### config.mk
export PLATFORM = sky130hd
export DESIGN_NAME = jtag_tap_master
export DESIGN_NICKNAME = d
export VERILOG_FILES = /design/src/rtl/jtag_pkg.sv /design/src/rtl/jtag_tck_gen.sv /design/src/rtl/jtag_tap_master.sv
export SDC_FILE = /design/constraint.sdc
export NUM_CORES = 1
export LEC_CHECK = 0
export BUFFER_PORTS_ARGS = -buffer_cell sky130_fd_sc_hd__buf_4
export CORE_ASPECT_RATIO = 1.1
export CORE_MARGIN = 5
export CORE_UTILIZATION = 50
export CTS_BUF_LIST = sky130_fd_sc_hd__clkbuf_16
export DETAILED_ROUTE_END_ITERATION = 6
export PLACE_DENSITY = 0.74
export SYNTH_ARGS = -nofsm -noshare
export SYNTH_HDL_FRONTEND = slang
export SYNTH_SLANG_ARGS = --single-unit
### constraint.sdc
create_clock -name CLK -period 3.9 [get_ports CLK]
set_clock_uncertainty 0.1 [all_clocks]
set_input_delay 0.78 -clock CLK [delete_from_list [all_inputs] [get_ports CLK]]
set_output_delay 0.78 -clock CLK [all_outputs]
set_load 0.02 [all_outputs]
### src/rtl/jtag_pkg.sv
// Shared JTAG definitions: command op encoding, IEEE 1149.1 TAP states and
// the TAP next-state function used to track the chain's controllers.
package jtag_pkg;

    typedef enum logic [1:0] {
        OP_TAP_RESET = 2'b00,
        OP_SHIFT_IR  = 2'b01,
        OP_SHIFT_DR  = 2'b10,
        OP_IDLE      = 2'b11
    } jtag_op_t;

    typedef enum logic [3:0] {
        TEST_LOGIC_RESET,
        RUN_TEST_IDLE,
        SELECT_DR_SCAN,
        CAPTURE_DR,
        SHIFT_DR,
        EXIT1_DR,
        PAUSE_DR,
        EXIT2_DR,
        UPDATE_DR,
        SELECT_IR_SCAN,
        CAPTURE_IR,
        SHIFT_IR,
        EXIT1_IR,
        PAUSE_IR,
        EXIT2_IR,
        UPDATE_IR
    } tap_state_t;

    function automatic tap_state_t next_tap_state(tap_state_t state, logic tms);
        tap_state_t nxt;
        nxt = TEST_LOGIC_RESET;
        case (state)
            TEST_LOGIC_RESET: nxt = tms ? TEST_LOGIC_RESET : RUN_TEST_IDLE;
            RUN_TEST_IDLE:    nxt = tms ? SELECT_DR_SCAN   : RUN_TEST_IDLE;
            SELECT_DR_SCAN:   nxt = tms ? SELECT_IR_SCAN   : CAPTURE_DR;
            CAPTURE_DR:       nxt = tms ? EXIT1_DR         : SHIFT_DR;
            SHIFT_DR:         nxt = tms ? EXIT1_DR         : SHIFT_DR;
            EXIT1_DR:         nxt = tms ? UPDATE_DR        : PAUSE_DR;
            PAUSE_DR:         nxt = tms ? EXIT2_DR         : PAUSE_DR;
            EXIT2_DR:         nxt = tms ? UPDATE_DR        : SHIFT_DR;
            UPDATE_DR:        nxt = tms ? SELECT_DR_SCAN   : RUN_TEST_IDLE;
            SELECT_IR_SCAN:   nxt = tms ? TEST_LOGIC_RESET : CAPTURE_IR;
            CAPTURE_IR:       nxt = tms ? EXIT1_IR         : SHIFT_IR;
            SHIFT_IR:         nxt = tms ? EXIT1_IR         : SHIFT_IR;
            EXIT1_IR:         nxt = tms ? UPDATE_IR        : PAUSE_IR;
            PAUSE_IR:         nxt = tms ? EXIT2_IR         : PAUSE_IR;
            EXIT2_IR:         nxt = tms ? UPDATE_IR        : SHIFT_IR;
            UPDATE_IR:        nxt = tms ? SELECT_DR_SCAN   : RUN_TEST_IDLE;
            default:          nxt = TEST_LOGIC_RESET;
        endcase
        return nxt;
    endfunction

endpackage

### src/rtl/jtag_tck_gen.sv
// TCK generator: CLK_DIV CLKs low then CLK_DIV CLKs high while enabled,
// with one-CLK strobes flagging the CLK edge on which TCK rises or falls.
module jtag_tck_gen #(
    parameter int CLK_DIV = 2
) (
    input  logic clk,
    input  logic rst_n,
    input  logic en,
    output logic tck,
    output logic tck_rise,
    output logic tck_fall
);

    localparam int CNT_W = (CLK_DIV > 1) ? $clog2(CLK_DIV) : 1;
    localparam logic [CNT_W-1:0] CNT_LAST = CNT_W'(CLK_DIV - 1);

    logic [CNT_W-1:0] cnt;
    logic             phase_end;

    assign phase_end = en && (cnt == CNT_LAST);
    assign tck_rise  = phase_end && !tck;
    assign tck_fall  = phase_end && tck;

    always_ff @(posedge clk or negedge rst_n) begin
        if (!rst_n) begin
            cnt <= '0;
            tck <= 1'b0;
        end else if (!en) begin
            cnt <= '0;
            tck <= 1'b0;
        end else if (phase_end) begin
            cnt <= '0;
            tck <= ~tck;
        end else begin
            cnt <= cnt + CNT_W'(1);
        end
    end

endmodule

### src/rtl/jtag_tap_master.sv
// JTAG initiator: turns reset / shift-IR / shift-DR / idle commands into TCK,
// TMS and TDI sequences and returns the TDO bits captured during shifting.
module jtag_tap_master
    import jtag_pkg::*;
#(
    parameter  int MAX_LEN = 32,
    parameter  int CLK_DIV = 2,
    localparam int LEN_W   = $clog2(MAX_LEN) + 1
) (
    input  logic               CLK,
    input  logic               RST_N,
    input  logic               CMD_VALID,
    output logic               CMD_READY,
    input  logic [1:0]         CMD_OP,
    input  logic [LEN_W-1:0]   CMD_LEN,
    input  logic [MAX_LEN-1:0] CMD_DATA,
    output logic               RSP_VALID,
    output logic [MAX_LEN-1:0] RSP_DATA,
    output logic               BUSY,
    output logic               TCK,
    output logic               TMS,
    output logic               TDI,
    input  logic               TDO
);

    localparam int CYC_W = LEN_W + 1;
    localparam int IDX_W = (MAX_LEN > 1) ? $clog2(MAX_LEN) : 1;

    typedef enum logic {M_IDLE, M_RUN} mst_state_t;

    mst_state_t         mst_state;
    logic               busy_q;
    jtag_op_t           op_q;
    logic [LEN_W-1:0]   len_m1;
    logic [MAX_LEN-1:0] data_q;
    logic [MAX_LEN-1:0] cap_q;
    logic [CYC_W-1:0]   cyc_cnt;
    logic [CYC_W-1:0]   cyc_last;
    logic [LEN_W-1:0]   bit_idx;
    logic [IDX_W-1:0]   bit_pos;
    tap_state_t         tap_state;
    logic               tms_q;
    logic               tdi_q;
    logic               rsp_valid_q;
    logic [MAX_LEN-1:0] rsp_data_q;
    logic               tck_rise;
    logic               tck_fall;

    jtag_op_t           cmd_op_e;
    logic [LEN_W-1:0]   len_eff;
    logic [CYC_W-1:0]   cyc_last_d;

    jtag_tck_gen #(
        .CLK_DIV(CLK_DIV)
    ) u_tck_gen (
        .clk     (CLK),
        .rst_n   (RST_N),
        .en      (busy_q),
        .tck     (TCK),
        .tck_rise(tck_rise),
        .tck_fall(tck_fall)
    );

    // Length normalisation and total TCK cycle count (minus one) per op.
    always_comb begin
        cmd_op_e = jtag_op_t'(CMD_OP);
        len_eff  = CMD_LEN;
        if (CMD_LEN == '0) begin
            len_eff = LEN_W'(1);
        end else if (CMD_LEN > LEN_W'(MAX_LEN)) begin
            len_eff = LEN_W'(MAX_LEN);
        end
        case (cmd_op_e)
            OP_TAP_RESET: cyc_last_d = CYC_W'(5);
            OP_SHIFT_IR:  cyc_last_d = CYC_W'(len_eff) + CYC_W'(5);
            OP_SHIFT_DR:  cyc_last_d = CYC_W'(len_eff) + CYC_W'(4);
            default:      cyc_last_d = CYC_W'(len_eff) - CYC_W'(1);
        endcase
    end

    function automatic logic is_shift(tap_state_t st);
        return (st == SHIFT_DR) || (st == SHIFT_IR);
    endfunction

    // TMS for the TCK cycle spent in tap state st; scans walk the TAP graph.
    function automatic logic tms_for(jtag_op_t op, tap_state_t st,
                                     logic [CYC_W-1:0] cyc, logic last_bit);
        logic tms;
        tms = 1'b0;
        case (op)
            OP_TAP_RESET: tms = (cyc < CYC_W'(5));
            OP_IDLE:      tms = 1'b0;
            default: begin
                case (st)
                    RUN_TEST_IDLE, EXIT1_DR, EXIT1_IR: tms = 1'b1;
                    SELECT_DR_SCAN:                    tms = (op == OP_SHIFT_IR);
                    SHIFT_DR, SHIFT_IR:                tms = last_bit;
                    default:                           tms = 1'b0;
                endcase
            end
        endcase
        return tms;
    endfunction

    assign bit_pos = bit_idx[IDX_W-1:0];

    always_ff @(posedge CLK or negedge RST_N) begin
        if (!RST_N) begin
            mst_state   <= M_IDLE;
            busy_q      <= 1'b0;
            op_q        <= OP_TAP_RESET;
            len_m1      <= '0;
            data_q      <= '0;
            cap_q       <= '0;
            cyc_cnt     <= '0;
            cyc_last    <= '0;
            bit_idx     <= '0;
            tap_state   <= TEST_LOGIC_RESET;
            tms_q       <= 1'b1;
            tdi_q       <= 1'b0;
            rsp_valid_q <= 1'b0;
            rsp_data_q  <= '0;
        end else begin
            rsp_valid_q <= 1'b0;
            case (mst_state)
                M_IDLE: begin
                    if (CMD_VALID) begin
                        mst_state <= M_RUN;
                        busy_q    <= 1'b1;
                        op_q      <= cmd_op_e;
                        len_m1    <= len_eff - LEN_W'(1);
                        data_q    <= CMD_DATA;
                        cap_q     <= '0;
                        cyc_cnt   <= '0;
                        cyc_last  <= cyc_last_d;
                        bit_idx   <= '0;
                        tms_q     <= tms_for(cmd_op_e, tap_state, '0, 1'b0);
                        tdi_q     <= 1'b0;
                    end
                end
                M_RUN: begin
                    if (tck_rise) begin
                        if (is_shift(tap_state)) begin
                            cap_q[bit_pos] <= TDO;
                            bit_idx        <= bit_idx + LEN_W'(1);
                        end
                        tap_state <= next_tap_state(tap_state, tms_q);
                    end
                    // tap_state already reflects the cycle this falling edge opens.
                    if (tck_fall) begin
                        if (cyc_cnt == cyc_last) begin
                            mst_state   <= M_IDLE;
                            busy_q      <= 1'b0;
                            tms_q       <= 1'b0;
                            tdi_q       <= 1'b0;
                            rsp_valid_q <= 1'b1;
                            rsp_data_q  <= cap_q;
                        end else begin
                            cyc_cnt <= cyc_cnt + CYC_W'(1);
                            tms_q   <= tms_for(op_q, tap_state, cyc_cnt + CYC_W'(1),
                                               bit_idx == len_m1);
                            tdi_q   <= is_shift(tap_state) ? data_q[bit_pos] : 1'b0;
                        end
                    end
                end
                default: mst_state <= M_IDLE;
            endcase
        end
    end

    assign CMD_READY = !busy_q;
    assign BUSY      = busy_q;
    assign TMS       = tms_q;
    assign TDI       = tdi_q;
    assign RSP_VALID = rsp_valid_q;
    assign RSP_DATA  = rsp_data_q;

endmodule

==> results of run 1 <==
## registers in the layout (all words and copies together), names as in the netlist
signal and count:
BUSY 1, RSP_DATA 32, RSP_VALID 1, TDI 1
TMS 1, bit_idx 6, cap_q 32, cyc_cnt 7
cyc_last 7, data_q 32, len_m1 6, mst_state 1
op_q 2, tap_state 4, u_tck_gen.cnt 1, u_tck_gen.tck 1
## routing by layer
metal / vias to the layer above / GRT usage [%] / part of all wire [%]
met5: - / 0 / 0
li1: 2473 / - / -
met4: 0 / 6.05 / 1.2
met1: 2547 / 26.5 / 45
met2: 174 / 31.5 / 49
met3: 15 / 3.95 / 4.7
## worst reg2reg max path: stages (launching register included)
cell and delay [ns]:
dfrtp_1 0.53, or4b_1 0.62, a211oi_2 0.21, buf_4 0.23, o21ai_1 0.38, o211ai_1 0.37
o31ai_1 0.11
## metrics by stage
stage	util [%]	hold WS (ns)	area [sq um]	setup WS, ns	total power, uW
after floorplan	-	0.340	6750	1.35	3190
after global placement	56.1	0.354	7420	1.09	3550
after detailed placement	56.1	0.362	7420	1.03	3640
after CTS	60.1	0.377	7950	1.19	5080
after global routing	60.1	0.393	7950	1.08	5390
final	60.1	0.374	7950	1.20	5070
## worst paths after layout
path,startpoint,endpoint,slack (ns),cells past startpoint
setup / recovery,tap_state[3],cap_q[3],1.20,6
hold / removal,data_q[18],data_q[18],0.37,2
setup reg to reg,tap_state[3],cap_q[3],1.20,6
hold reg to reg,data_q[18],data_q[18],0.37,2
max in group asynchronous,RST_N,RSP_DATA[25],2.39,2
min in group asynchronous,RST_N,cap_q[5],0.38,1
## cells by family after synthesis
| kind of cell | count (synthesis) | synth area share [%] |
|---|---|---|
| and+or+nand+nor | 227 | 14.9 |
| muxes | 50 | 8.61 |
| buffers and inverters | 66 | 4.30 |
| DFF | 135 | 50.1 |
| adders and majority gates | 19 | 3.64 |
| AOI/OAI and AO/OA | 140 | 15.0 |
| xor gates and xnor gates | 27 | 3.51 |
## layout by cell type, fill, tap and decap left out, types with 5 or more instances in the layout
cell type	n
nand2_1	132
inv_1	18
a31oi_1	6
xor2_1	14
ha_1	18
xnor2_1	13
a21oi_1	14
o21ai_0	13
nand3_1	9
nor3_1	10
and3_1	6
dfrtp_1	134
o211ai_1	31
nand4_1	5
mux2i_1	13
a221o_1	5
clkbuf_16	17
nor2b_1	7
mux2_1	33
buf_4	90
o31ai_1	35
nor2_1	33
## where the power goes
part | internal (uW) | switching (uW)
logic | 648 | 811
registers | 1770 | 415
clock network | 812 | 612
total | 3230 | 1840
## layout make-up
class	instances	area, sq um	area share, %
timing repair buffer	90	676	8.50
multi-input combinational	463	3080	38.8
tap	161	201	2.54
inverter	20	75.1	0.945
clock inverter	15	104	1.31
clock buffer	17	425	5.35
sequential	135	3380	42.5
==> qor.txt, run 1 <==
Worst path max stage delay -> 0.62 ns
number of global-route vias before repair -> 5299
GRT overflow -> 0
Initial Util -> 51.1%
Power Dens Cells -> 638 nW/um^2
TritonCTS clock tree -> built
Sum Neg Setup Slack -> 0 ns
final hold vios -> 0
hold_buf cts -> 0
status -> finished, final reports clean
Post-Route WL -> 15000 um
Critical Path Source Type -> register
crit path DAT -> 2.85 ns
Pre-Repair DR Iteration Count -> 5
DRT iter0 DRCs -> 421
Final Cycle Share -> 69.2%
Max-Slew Margin vs Limit -> 20.5%
most common cell in the netlist -> dfrtp_1
HPWL after DPL -> 10300 um
peak supply drop -> 0.296 mV
Max Slew Vio Count -> 0
critical-path cell list -> or4b_1 > a211oi_2 > buf_4 > o21ai_1 > o211ai_1 > o31ai_1
Via density -> 5.78
first-pass GRT wire length -> 25600 um
register area share after synthesis -> 50.1%
synthesized cell area -> 6750 sq um
GPL Wtd Cong -> 0.817
die area -> 15900 sq um
overall routing resource usage -> 19.5%
Die Width -> 121 um
fin crit period -> 2.70 ns
Post-CTS Setup Inserts -> 0
Ports -> 82
DR vias -> 5209
Crit Path Max Fanout -> 16
# diodes -> 0
FP Rows -> 44
area grow syn2layout -> 17.8%
syn nets -> 727
DRC errors left -> 0
Leakage Power -> 0.00387 uW
layout cells sized above 1 -> 18.5%
CTS root buffer -> clkbuf_16
TritonCTS Buffers -> 17
Post-synth top flop -> dfrtp_1
mean area per synthesized cell -> 10.2 sq um
Skew-Pair Late Insertion Delay -> 0.41 ns
clk sinks -> 135
WP data required -> 4.05 ns
Layout Nets -> 790
CP max stage cell -> or4b_1
PortBufs -> 81
Worst-Margin Slew -> 1.19 ns
pin count of the biggest net entering global routing -> 66
asr flop ratio synth -> 100%
drt wl/cell -> 16.7 um
Post-synth EDFFs -> 0
Post-Layout Cell Count -> 901
Cell variety after synth -> 64
RSZ-0062 raised after global routing -> no
MaxCap Viol Count -> 0
Post-DRT Antenna Nets -> 0
H-tree Lvls -> 4
Setup crit end kind -> register
Setup CP Type -> register to register
top cell type by total area after synthesis -> dfrtp_1
top post-synthesis cells by count -> dfrtp_1 (134), nand2_1 (132), o31ai_1 (35)
Core ar. -> 13200 sq um
cells after synthesis -> 664
dpl cells -> 869
top cells by area, synth -> dfrtp_1 (50%), nand2_1 (7.3%), mux2_1 (5.5%)
Fmax -> 371 MHz
number of synthesized register bits -> 135
Yosys top cell area share -> 49.7%
worst hold path class -> register to register
initial antenna violation count -> 0
YS warnings -> 0
Buffers & Inverters on Critical Path -> 1
CP top delay family -> compound AO/OA/AOI/OAI gates
Layout fillers -> 1096
final setup vio count -> 0
Worst-path clk slew -> 0.06 ns
Max Buffers Root-to-Sink -> 2
CTS-repair resized insts -> 0
Die Y -> 132 um
Power figures use the tool's default switching activity.
==> run 2: changes to the inputs <==
--- a/config.mk
+++ b/config.mk
@@ -5,6 +5,7 @@
 export SDC_FILE = /design/constraint.sdc
 export NUM_CORES = 1
 export LEC_CHECK = 0
+export ABC_AREA = 1
 export BUFFER_PORTS_ARGS = -buffer_cell sky130_fd_sc_hd__buf_4
 export CORE_ASPECT_RATIO = 1.1
 export CORE_MARGIN = 5
==> constraint.sdc (replaced) <==
create_clock -name CLK -period 2.8 [get_ports CLK]
set_clock_uncertainty 0.1 [all_clocks]
set_input_delay 0.56 -clock CLK [delete_from_list [all_inputs] [get_ports CLK]]
set_output_delay 0.56 -clock CLK [all_outputs]
set_load 0.02 [all_outputs]
==> run 2 against run 1 <==
Fmax increased by 22%. Critical path type unchanged. Largest power group unchanged. Count of clock-buffer cells in the layout is the same. Combinational power up 72%. Sequential share of layout area down 1.8 points. Critical path depth up 1. Die area rose by 3.1%. Final cell count rose by 25%. Via count grew 9.6%.
==> qor.txt, run 2 <==
status -> finished, final reports clean
Max Buffers Root-to-Sink -> 2
mux contribution to synthesized area -> 0%
CTS-repair resized insts -> 0
DR vias -> 5710
overall routing resource usage -> 19.5%
Setup crit end kind -> register
final setup vio count -> 0
synthesized cell area -> 6970 sq um
Sum Neg Setup Slack -> 0 ns
area grow syn2layout -> 19.1%
cells after synthesis -> 855
TritonCTS Buffers -> 17
XOR/XNOR Fraction of Synth Area -> 2.39%
Final WS setup -> 0.582 ns
top cell type by total area after synthesis -> dfrtp_1
Critical Path Source Type -> register
Leakage Power -> 0.00419 uW
Simple-Gate Fraction of Synth Area -> 22.3%
RSZ-0062 raised after global routing -> no
Die Width -> 123 um
Skew-Pair Late Insertion Delay -> 0.42 ns
critical-path cell list -> xor2_1 > nor3_2 > nand2_2 > nor2_4 > inv_2 > buf_4 > o21ai_1
FP Rows -> 45
fin crit period -> 2.22 ns
first-pass GRT wire length -> 25400 um
number of global-route vias before repair -> 5314
top post-synthesis cells by count -> nand2_1 (229), dfrtp_1 (134), inv_1 (91)
crit path DAT -> 2.41 ns
Yosys top cell area share -> 48.1%
DRC errors left -> 0
HPWL after DPL -> 10500 um
TritonCTS clock tree -> built
final hold vios -> 0
hold_buf cts -> 0
area share of fa/ha/maj cells after synthesis -> 3.52%
Core ar. -> 13700 sq um
syn nets -> 918
GRT overflow -> 0
Setup CP Type -> register to register
asr flop ratio synth -> 100%
storage element area -> 3380 sq um
drt wl/cell -> 13.3 um
Post-DRT Antenna Nets -> 0
Max Slew Vio Count -> 0
Ports -> 82
MaxCap Viol Count -> 0
mean area per synthesized cell -> 8.16 sq um
Die Y -> 134 um
dpl ws -> 0.428 ns
register area share after synthesis -> 48.5%
worst r2r src -> cyc_cnt[0]
Worst path max stage delay -> 0.63 ns
Post-CTS Setup Inserts -> 0
Post-synth EDFFs -> 0
clk sinks -> 135
Via density -> 5.06
worst hold path class -> primary input to async pin
Final Cycle Share -> 79.2%
YS warnings -> 0
Layout fillers -> 1241
Synth Area in Compound Gates -> 14.5%
area of the multi-input gates -> 2990 sq um
most frequent cells in the layout -> nand2_1 (229), dfrtp_1 (134), inv_1 (90)
flop2flop setup slack -> 0.58 ns
Power Dens Cells -> 956 nW/um^2
Cell variety after synth -> 41
Worst-Margin Slew -> 0.891 ns
GPL Wtd Cong -> 0.856
Pre-Repair DR Iteration Count -> 5
most common cell in the netlist -> nand2_1
Layout Nets -> 991
Buffers & Inverters on Critical Path -> 2
CTS root buffer -> clkbuf_16
WP data required -> 3.00 ns
Post-synth top flop -> dfrtp_1
Critical Path Start -> cyc_cnt[0]
number of synthesized register bits -> 135
Worst-path clk slew -> 0.06 ns
pin count of the biggest net entering global routing -> 56
Max-Slew Margin vs Limit -> 40.6%
Initial Util -> 50.8%
Crit Path Max Fanout -> 54
CP top delay family -> buffers and inverters
H-tree Lvls -> 4
DRT iter0 DRCs -> 360
Post-Route WL -> 15000 um
reg-to-reg critical path endpoint -> RSP_DATA[21]
most common cell after layout, fill and taps aside -> nand2_1
Worst setup endpoint -> RSP_DATA[21]
Fmax -> 451 MHz
initial antenna violation count -> 0
die area -> 16400 sq um
Worst Reg-to-Reg Cells -> 7
PortBufs -> 81
largest family of logic cells by synthesized area -> simple AND/OR/NAND/NOR gates
CP max stage cell -> inv_2
layout cells sized above 1 -> 17.3%
Levels on crit path -> 7
# diodes -> 0
top cells by area, synth -> dfrtp_1 (48%), nand2_1 (12%), o21ai_0 (5.8%)
peak supply drop -> 0.482 mV
-- run 2: changes by cell type after synthesis, moves of 19 or more --
cell	previous run	this run
o31ai_1	35	0
nand3_1	9	28
o21ai_0	13	81
a21oi_1	14	35
o211ai_1	31	0
mux2_1	33	0
clkbuf_1	32	7
inv_1	17	91
o21ai_1	4	23
nor2_1	33	80
nand2_1	132	229
-- run 2: worst min path at each step --
stage              start         to  slack [ns]  cells past startpoint
2_1_floorplan      RST_N       BUSY        0.16                      0
3_3_place_gp   data_q[9]  data_q[9]        0.35                      2
3_5_place_dp   data_q[5]  data_q[5]        0.35                      2
4_1_cts            RST_N        TDI        0.05                      1
5_1_grt            RST_N        TDI        0.09                      1
6_report           RST_N        TDI        0.05                      1
-- run 2: stage by stage --
stage          utilization (%)  total power, uW  hold slack (ns)  cells  instance area [sq um]
2_1_floorplan                -             4850            0.164    855                   6970
3_3_place_gp              55.9             5490            0.350   1097                   7670
3_5_place_dp              55.9             5570            0.353   1097                   7670
4_1_cts                   60.4             7990           0.0541   1128                   8300
5_1_grt                   60.4             8530           0.0909   1128                   8300
6_report                  60.4             7940           0.0491   1128                   8300
-- run 2: metal layers --
layer,vias to the layer above,global-route usage [%],part of all wire (%)
met2,162,30.2,47
met1,2619,26.5,46
met5,-,0,0
li1,2906,-,-
met3,23,4.09,4.9
met4,0,8.46,2.2
-- run 2: cell families (layout without fill, tap and decap cells) --
logic type | Yosys count | count (layout)
fa+ha+maj | 19 | 19
compound gates | 180 | 180
buf+inv | 134 | 219
xor+xnor | 19 | 19
simple gates | 368 | 368
flops | 135 | 135
-- run 2: layout make-up --
type                            count  share of cell area [%]
Inverter                           99                    4.51
Clock buffer                       17                    5.12
Sequential cell                   135                    40.7
Tap cell                          188                    2.83
Multi-Input combinational cell    586                    36.0
Timing Repair Buffer               89                    8.35
Clock inverter                     14                    2.47
-- run 2: where the power goes --
part           switching, uW  internal, uW  leakage (uW)
logic                   1560           950       0.00214
registers                433          2600       0.00175
clock network            837          1570      0.000304
total                   2830          5110       0.00419
-- run 2: worst register-to-register path: stages, from the launching register on --
cell	delay [ns]
dfrtp_1	0.45
xor2_1	0.22
nor3_2	0.08
nand2_2	0.12
nor2_4	0.06
inv_2	0.63
buf_4	0.37
o21ai_1	0.08
==> run 3: changes to the inputs <==
==> constraint.sdc (replaced) <==
create_clock -name CLK -period 2.2 [get_ports CLK]
set_clock_uncertainty 0.1 [all_clocks]
set_input_delay 0.44 -clock CLK [delete_from_list [all_inputs] [get_ports CLK]]
set_output_delay 0.44 -clock CLK [all_outputs]
set_load 0.02 [all_outputs]
==> run 3 against run 2 <==
Via count grew 1.2%. Highest routed layer unchanged. First-iteration DRC count down 6.1%. Design area rose by 0.50%. Hold slack better by 0.064 ns. Final cell count rose by 0.89%. Sequential cell count is the same.
==> qor.txt, run 3 (synthesis gave the netlist of run 2 again) <==
GRT overflow -> 0
Skew-Pair Late Insertion Delay -> 0.42 ns
hold_buf cts -> 1
fin crit period -> 1.98 ns
storage element area -> 3380 sq um
TritonCTS clock tree -> built
Power Total -> 9760 uW
MaxCap Viol Count -> 0
Pre-Repair DR Iteration Count -> 5
critical-path cell list -> inv_1 > buf_12 > o21ai_0 > o22ai_1 > nand2_1 > nand4_1 > o21ai_0 > nand2_1
Die Width -> 123 um
initial antenna violation count -> 0
HPWL after DPL -> 10900 um
Fmax -> 505 MHz
Post-DRT Antenna Nets -> 0
TritonCTS Buffers -> 17
Post-Layout Cell Count -> 1138
crit path DAT -> 2.17 ns
WP data required -> 2.39 ns
Worst-Margin Slew -> 0.538 ns
FP Rows -> 45
# diodes -> 0
area grow syn2layout -> 19.7%
die area -> 16400 sq um
CTS-repair resized insts -> 0
Post-CTS Setup Inserts -> 0
GPL Wtd Cong -> 0.882
final hold vios -> 0
first-pass GRT wire length -> 26000 um
Post-Route WL -> 15300 um
dpl cells -> 1106
PortBufs -> 81
Layout Nets -> 1001
Crit Path Max Fanout -> 13
H-tree Lvls -> 4
Max-Slew Margin vs Limit -> 64.1%
CP max stage cell -> dfrtp_1
Worst path max stage delay -> 0.45 ns
worst hold path class -> primary input to register
Setup crit end kind -> register
Leakage Power -> 0.00423 uW
status -> finished, final reports clean
Worst-path clk slew -> 0.06 ns
Die Y -> 134 um
Layout fillers -> 1264
area of the multi-input gates -> 2990 sq um
Via density -> 5.08
RSZ-0062 raised after global routing -> no
final setup vio count -> 0
Initial Util -> 50.8%
most frequent cells in the layout -> nand2_1 (229), dfrtp_1 (134), inv_1 (92), buf_4 (92), o21ai_0 (81)
Core ar. -> 13700 sq um
most common cell after layout, fill and taps aside -> nand2_1
DRT iter0 DRCs -> 338
number of global-route vias before repair -> 5498
Critical Path Source Type -> register
drt wl/cell -> 13.4 um
Setup CP Type -> register to register
peak supply drop -> 0.553 mV
Ports -> 82
CTS root buffer -> clkbuf_16
Power Dens Cells -> 1170 nW/um^2
DR vias -> 5777
pin count of the biggest net entering global routing -> 65
DRC errors left -> 0
layout cells sized above 1 -> 17.7%
clk sinks -> 135
Max Buffers Root-to-Sink -> 2
Final Cycle Share -> 90.0%
overall routing resource usage -> 19.7%
Max Slew Vio Count -> 0
[run 3: changes by cell type in the layout (fill, tap and decap cells not counted), moves of 2 or more]
cell	before	now
buf_4	87	92
buf_12	2	6
bufinv_16	5	2
clkinv_1	3	5
inv_1	90	92
inv_6	2	0
[run 3: through the flow]
stage,utilization [%],setup TNS [ns],hold WS [ns],cell area [sq um],setup slack (ns)
2_1_floorplan,-,0,0.0444,6970,0.212
3_3_place_gp,56.7,0,0.270,7790,0.0166
3_5_place_dp,56.7,-0.0582,0.277,7790,-0.0582
4_1_cts,60.7,0,0.0990,8350,0.238
5_1_grt,60.7,0,0.105,8350,0.108
6_report,60.7,0,0.113,8350,0.219
[run 3: critical path: cells and delay by family (launching register included)]
kind	cells	cell delay, ns
AND/OR/NAND/NOR	3	0.24
flip-flops	1	0.45
buffers and inverters	2	0.36
AO/OA/AOI/OAI	3	0.69
[run 3: final cells by class]
class                           count  share of cell area, %
Clock inverter                     14                   1.42
Sequential cell                   135                   40.5
Tap cell                          188                   2.82
Timing Repair Buffer               99                   9.84
Inverter                           99                   4.48
Multi-Input combinational cell    586                   35.8
Clock buffer                       17                   5.10
[run 3: routing by layer]
metal,track usage [%],wire [um],vias up
met5,0,0,-
met4,8.21,314,0
met3,4.34,781,25
met2,31.0,7170,159
met1,26.3,7000,2681
li1,-,-,2912
[run 3: path summary, 6_finish.rpt]
path                               to  depth (start not counted)         start  slack [ns]
setup / recovery                  TDI                          8    bit_idx[0]        0.22
hold / removal             data_q[28]                          3  CMD_DATA[28]        0.11
setup reg to reg                  TDI                          8    bit_idx[0]        0.22
hold reg to reg            data_q[26]                          2    data_q[26]        0.36
max in group asynchronous         TMS                          3         RST_N        1.02
min in group asynchronous     op_q[0]                          2         RST_N        0.37
[run 3: power by group]
part | switching, uW | internal (uW)
Clock | 1030 | 1620
Combinational | 1980 | 1250
Sequential | 562 | 3310
